--- src/rtl/benes_pass_scheduler_pkg.sv ---
// Shared types and defaults for the Benes permutation pass scheduler.
package benes_pass_scheduler_pkg;

  localparam int unsigned BENES_ADDR_W   = 10;
  localparam int unsigned BENES_LEN_W    = 8;
  localparam int unsigned BENES_CFG_ID_W = 4;
  localparam int unsigned BENES_NET_LAT  = 11;
  localparam int unsigned BENES_CFG_LAT  = 4;

  typedef enum logic [2:0] {
    S_IDLE,
    S_CFG,
    S_ISSUE,
    S_DRAIN,
    S_DONE
  } benes_sched_state_e;

  typedef struct packed {
    logic [BENES_ADDR_W-1:0]   src;
    logic [BENES_ADDR_W-1:0]   dst;
    logic [BENES_LEN_W-1:0]    len;
    logic [BENES_CFG_ID_W-1:0] cfg_id;
  } benes_cmd_t;

endpackage

--- src/rtl/benes_pass_scheduler_valid_delay.sv ---
// Fixed-depth shift register of {valid, addr} with synchronous clear.
module benes_valid_delay #(
  parameter int unsigned DEPTH = 1,
  parameter int unsigned W     = 1
) (
  input  logic         clk,
  input  logic         clear,
  input  logic         in_valid,
  input  logic [W-1:0] in_addr,
  output logic         out_valid,
  output logic [W-1:0] out_addr,
  output logic         pending
);

  logic [DEPTH-1:0] v;
  logic [W-1:0]     a [DEPTH];

  always_ff @(posedge clk) begin
    if (clear) begin
      v <= '0;
      for (int unsigned i = 0; i < DEPTH; i++) a[i] <= '0;
    end else begin
      v[0] <= in_valid;
      a[0] <= in_addr;
      for (int unsigned i = 1; i < DEPTH; i++) begin
        v[i] <= v[i-1];
        a[i] <= a[i-1];
      end
    end
  end

  assign out_valid = v[DEPTH-1];
  assign out_addr  = a[DEPTH-1];

  // Entries still to emerge after the current output cycle.
  always_comb begin
    pending = 1'b0;
    for (int unsigned i = 0; i + 1 < DEPTH; i++) pending = pending | v[i];
  end

endmodule

--- src/rtl/benes_pass_scheduler.sv ---
// Sequences one Benes permutation pass: config load, beat reads, aligned write-back.
module benes_pass_scheduler
  import benes_pass_scheduler_pkg::*;
#(
  parameter int unsigned ADDR_W   = BENES_ADDR_W,
  parameter int unsigned LEN_W    = BENES_LEN_W,
  parameter int unsigned CFG_ID_W = BENES_CFG_ID_W,
  parameter int unsigned RD_LAT   = 1,
  parameter int unsigned NET_LAT  = BENES_NET_LAT,
  parameter int unsigned CFG_LAT  = BENES_CFG_LAT
) (
  input  logic                s_axi_aclk,
  input  logic                s_axi_areset,
  input  logic                cmd_valid,
  output logic                cmd_ready,
  input  logic [ADDR_W-1:0]   cmd_src,
  input  logic [ADDR_W-1:0]   cmd_dst,
  input  logic [LEN_W-1:0]    cmd_len,
  input  logic [CFG_ID_W-1:0] cmd_cfg_id,
  output logic                buf_rd_en,
  output logic [ADDR_W-1:0]   buf_rd_addr,
  output logic                net_cfg_load,
  output logic [CFG_ID_W-1:0] net_cfg_id,
  output logic                net_in_valid,
  output logic                buf_wr_en,
  output logic [ADDR_W-1:0]   buf_wr_addr,
  output logic                busy,
  output logic                done
);

  localparam int unsigned CNT_W = (CFG_LAT > 1) ? $clog2(CFG_LAT) : 1;

  benes_sched_state_e  state, state_d;
  benes_cmd_t          cmd_q;
  logic [LEN_W:0]      k;
  logic [CNT_W-1:0]    cfg_cnt;
  logic [CFG_ID_W-1:0] last_cfg_id;
  logic                cfg_loaded_valid;
  logic                cfg_hit;
  logic [ADDR_W-1:0]   wr_addr_in;
  logic                rd_pending, wr_pending;
  logic                unused_rd_tap;

  assign cfg_hit    = cfg_loaded_valid && (cmd_cfg_id == last_cfg_id);
  assign wr_addr_in = cmd_q.dst + ADDR_W'(k);
  assign busy       = (state != S_IDLE);
  assign net_cfg_id = cmd_q.cfg_id;

  always_ff @(posedge s_axi_aclk) begin
    if (s_axi_areset) begin
      state            <= S_IDLE;
      cmd_q            <= '0;
      k                <= '0;
      cfg_cnt          <= '0;
      last_cfg_id      <= '0;
      cfg_loaded_valid <= 1'b0;
    end else begin
      state <= state_d;
      case (state)
        S_IDLE: begin
          if (cmd_valid) begin
            cmd_q.src    <= cmd_src;
            cmd_q.dst    <= cmd_dst;
            cmd_q.len    <= cmd_len;
            cmd_q.cfg_id <= cmd_cfg_id;
            k            <= '0;
            cfg_cnt      <= '0;
          end
        end
        S_CFG: begin
          cfg_cnt <= cfg_cnt + 1'b1;
          if (cfg_cnt == '0) begin
            last_cfg_id      <= cmd_q.cfg_id;
            cfg_loaded_valid <= 1'b1;
          end
        end
        S_ISSUE: k <= k + 1'b1;
        default: ;
      endcase
    end
  end

  always_comb begin
    state_d      = state;
    cmd_ready    = 1'b0;
    buf_rd_en    = 1'b0;
    buf_rd_addr  = '0;
    net_cfg_load = 1'b0;
    done         = 1'b0;
    case (state)
      S_IDLE: begin
        cmd_ready = 1'b1;
        if (cmd_valid) state_d = cfg_hit ? S_ISSUE : S_CFG;
      end
      S_CFG: begin
        net_cfg_load = (cfg_cnt == '0);
        if (cfg_cnt == CNT_W'(CFG_LAT - 1)) state_d = S_ISSUE;
      end
      S_ISSUE: begin
        buf_rd_en   = 1'b1;
        buf_rd_addr = cmd_q.src + ADDR_W'(k);
        if (k == {1'b0, cmd_q.len}) state_d = S_DRAIN;
      end
      // The output stage of the write pipe fires in the same cycle we leave,
      // so done lands exactly one cycle after the last write.
      S_DRAIN: if (!(rd_pending || wr_pending)) state_d = S_DONE;
      S_DONE: begin
        done    = 1'b1;
        state_d = S_IDLE;
      end
      default: state_d = S_IDLE;
    endcase
  end

  benes_valid_delay #(
    .DEPTH (RD_LAT),
    .W     (1)
  ) u_rd_delay (
    .clk       (s_axi_aclk),
    .clear     (s_axi_areset),
    .in_valid  (buf_rd_en),
    .in_addr   (1'b0),
    .out_valid (net_in_valid),
    .out_addr  (unused_rd_tap),
    .pending   (rd_pending)
  );

  benes_valid_delay #(
    .DEPTH (RD_LAT + NET_LAT),
    .W     (ADDR_W)
  ) u_wr_delay (
    .clk       (s_axi_aclk),
    .clear     (s_axi_areset),
    .in_valid  (buf_rd_en),
    .in_addr   (wr_addr_in),
    .out_valid (buf_wr_en),
    .out_addr  (buf_wr_addr),
    .pending   (wr_pending)
  );

endmodule

--- config.mk ---
export PLATFORM = sky130hd
export DESIGN_NAME = benes_pass_scheduler
export DESIGN_NICKNAME = d
export VERILOG_FILES = /design/src/rtl/benes_pass_scheduler_pkg.sv /design/src/rtl/benes_pass_scheduler_valid_delay.sv /design/src/rtl/benes_pass_scheduler.sv
export SDC_FILE = /design/constraint.sdc
export NUM_CORES = 1
export LEC_CHECK = 0
export CAP_MARGIN = 10
export CORE_ASPECT_RATIO = 0.6
export CORE_MARGIN = 10
export CORE_UTILIZATION = 51
export CTS_CLUSTER_SIZE = 16
export DETAILED_ROUTE_END_ITERATION = 10
export PLACE_DENSITY = 0.77
export SLEW_MARGIN = 0
export SYNTH_ARGS = -nofsm -noshare
export SYNTH_HDL_FRONTEND = slang
export SYNTH_SLANG_ARGS = --single-unit
--- constraint.sdc ---
create_clock -name s_axi_aclk -period 2.2 [get_ports s_axi_aclk]
set_input_delay 0.22 -clock s_axi_aclk [delete_from_list [all_inputs] [get_ports s_axi_aclk]]
set_output_delay 0.22 -clock s_axi_aclk [all_outputs]
set_load 0.02 [all_outputs]
==> results of run 1 <==
placed cells by master (no fill, tap or decap), types with 4 or more instances in the layout:
master / count
a21oi_1: 47
and2_1: 4
buf_4: 36
buf_6: 6
clkbuf_16: 17
clkdlybuf4s50_1: 53
clkinv_8: 11
dfxtp_1: 175
dfxtp_2: 8
ha_1: 15
ha_4: 5
inv_1: 11
mux2i_1: 4
nand2_1: 68
nand3_1: 10
nand4_1: 4
nor2_1: 30
nor2b_1: 128
nor3_1: 13
nor4_1: 4
o211ai_1: 4
o21a_1: 7
o21ai_0: 10
xnor2_1: 16
xor2_1: 8
through the flow:
stage	total power (uW)	worst slack [ns]	setup TNS, ns	area (um^2)	hold slack (ns)
2_1_floorplan	4570	0.0161	0	6580	0.356
3_3_place_gp	4950	-0.474	-1.50	7440	0.415
3_5_place_dp	5010	-0.611	-2.09	7440	0.420
4_1_cts	8110	-0.302	-0.929	8230	0.212
5_1_grt	8440	-0.404	-1.89	8280	0.226
6_report	8060	-0.325	-1.18	8280	0.217
per-layer routing:
metal / vias up / global-route usage [%]
met5: - / 0
met4: 0 / 5.24
li1: 2313 / -
met3: 15 / 4.82
met2: 106 / 22.9
met1: 2064 / 17.9
logic make-up after synthesis:
kind of cell	share of synthesized area, %
and+or+nand+nor	23.4
buffers and inverters	4.93
AOI/OAI and AO/OA	7.59
muxes	0.609
DFF	55.7
adders and majority gates	4.60
xor gates and xnor gates	3.20
registers in the layout, summed over array words and instances (netlist names):
signal,count
u_wr_delay.v,12
cmd_q,28
k,9
net_cfg_id,4
u_wr_delay.a,120
state,3
cfg_cnt,2
cfg_loaded_valid,1
last_cfg_id,4
final timing paths:
path	end	cells past startpoint	slack (ns)
worst min-delay path	last_cfg_id[2]	2	0.22
worst max register to register	u_wr_delay.a[0][6]	10	0.17
worst min register to register	u_wr_delay.a[0][32]	1	0.43
worst max-delay path	buf_rd_addr[8]	10	-0.33
power by group:
part           internal (uW)  leakage, uW  switching [uW]
Sequential              3510      0.00148             152
Clock                   1580     0.000307            1500
Combinational            586      0.00148             737
Total                   5670      0.00327            2390
layout make-up:
class	instances	area [um^2]	share of cell area, %
clock buffers	17	425	5.14
flip-flops and latches	183	3670	44.4
well taps	170	213	2.57
multi-input cells	424	2720	32.9
clock inverters	15	224	2.71
repair buffers	103	968	11.7
inverters	13	53.8	0.650
timing repair:
| item | CTS | global route |
|---|---|---|
| pin swaps | 14 | 9 |
| hold buffers | 0 | 0 |
| setup buffers | 6 | 2 |
| setup endpoints to repair | 12 | 13 |
| resized for setup | 70 | 12 |
worst max-delay path: stages, from the launching register on:
cell and delay (ns):
dfxtp_2 0.36, ha_4 0.14, inv_2 0.03, fa_2 0.36
nor2b_4 0.15, o21ai_2 0.08, a21boi_2 0.22, o22ai_2 0.09
xor2_1 0.23, nor2_2 0.06, buf_6 0.14
==> impl_metrics.toml, run 1 <==
[logic_synthesis]
yosysMostFrequentCell = "dfxtp_1"
synthDominantCellAreaShare_pct = 55.7
synth_common_cells = "183 x dfxtp_1, 130 x nor2b_1, 70 x nand2_1"
syn_area_mm2 = 0.00658
synth_area_leaders = "dfxtp_1 56%, nor2b_1 12%, ha_1 4.0%"
ys_seq_area_share_pct = 55.7
synth_cells = 667
synth-edff-count = 0
synth_area_leader_cell = "dfxtp_1"
ys_ff_latch = 183
synth_nets = 725
synthArstFlopShare_pct = 0
avgSynthCellArea_um2 = 9.86
yosys.cell_types.count = 47
synth_top_flop_cell = "dfxtp_1"
ys_warn_count = 0

[detailed_routing]
routed-wl-met3_um = 816
vias = 4498
drt_iter0_drc = 368
met1_length_mm = 5.84
wl_per_cell_um = 13.6
dr_wl_met2_mm = 5.69
drc_errors = 0
postRouteAntennaNets = 0
wl_mm = 12.5
dr.pass1.iters = 4
viasPerCell = 4.86
top_layer_used = "met4"

[run_status]
status = "finished with violations"
violations = "negative setup slack"

[floorplan]
dieArea_mm2 = 0.0180
num_io_pins = 66
initial_utilization_pct = 51.7
core_region_area_mm2 = 0.0127
die_h_um = 108
die_w_um = 167
rows = 32

[sta]
fmax_mhz = 396
fin_ws_ns = -0.325
finalSetupViolations = 6
fin_skew_ns = 0.0125
rsz0062_at_grt = "yes"
slew_headroom_pct = 61.1
period_needed_ns = 2.53
maxSlewViolCount = 0
fin_crit_sh_pct = 115
hold_viol = 0
tightest_slew_ns = 0.569

[clock_network]
clock_path_buffers = 2
root_buffer = "clkbuf_16"
cts_buffers = 17
cts_tree = "done"
clk-insertion-delay-late_ns = 0.42
htree_levels = 4
path_clk_slew_ns = 0.08
cts.sinks = 183

[worst_setup_path]
crit_start = "cmd_q[22]"
r2r_start = "k[0]"
crit_required_ns = 1.98
endpoint_kind = "output port"
arrival_ns = 2.31
critPathKind = "flop to output port"
start_kind = "flop"
cp_max_fo = 3

[hold_path]
worst_hold_path_type = "input pin to flop"
hold_path_startpoint = "s_axi_areset"

[place]
dp_cells = 885
place.gp.congestion = 0.860
dp_hpwl_mm = 8.46
portBuffers = 65

[run]
maxCapViolations = 0

[final_layout]
nets = 800
fin_util_pct = 65.0
syn_to_final_growth_pct = 25.9
layout.cells.non_filler = 925
num-fill-cells = 952
n_antenna_cell = 0
drive_gt1_share_pct = 15.5

[pwr]
power_per_cell_area_mw_per_mm2 = 974
p_leak_uw = 0.00327
worst_ir_drop_vdd_v = 0.000642

[global_route]
antenna_found_initial = 0
grt_pass1_wl_mm = 21.3
grt_usage_pct = 14.3
grt_pass1_vias = 4511
grt_overflow = 0
grt_max_degree = 67
(Power assumes the default switching activity.)
==> inputs of run 2 (changes only) <==
Settings changed: CTS_CLUSTER_SIZE 16 to 25.
==> results of run 2 <==
No change in the layout: final DEF, timing and power equal those of run 1.
==> inputs of run 3 (changes only) <==
Settings changed: HOLD_SLACK_MARGIN from default to 0.12.
==> results of run 3 <==
No change in the layout: final DEF, timing and power equal those of run 1.
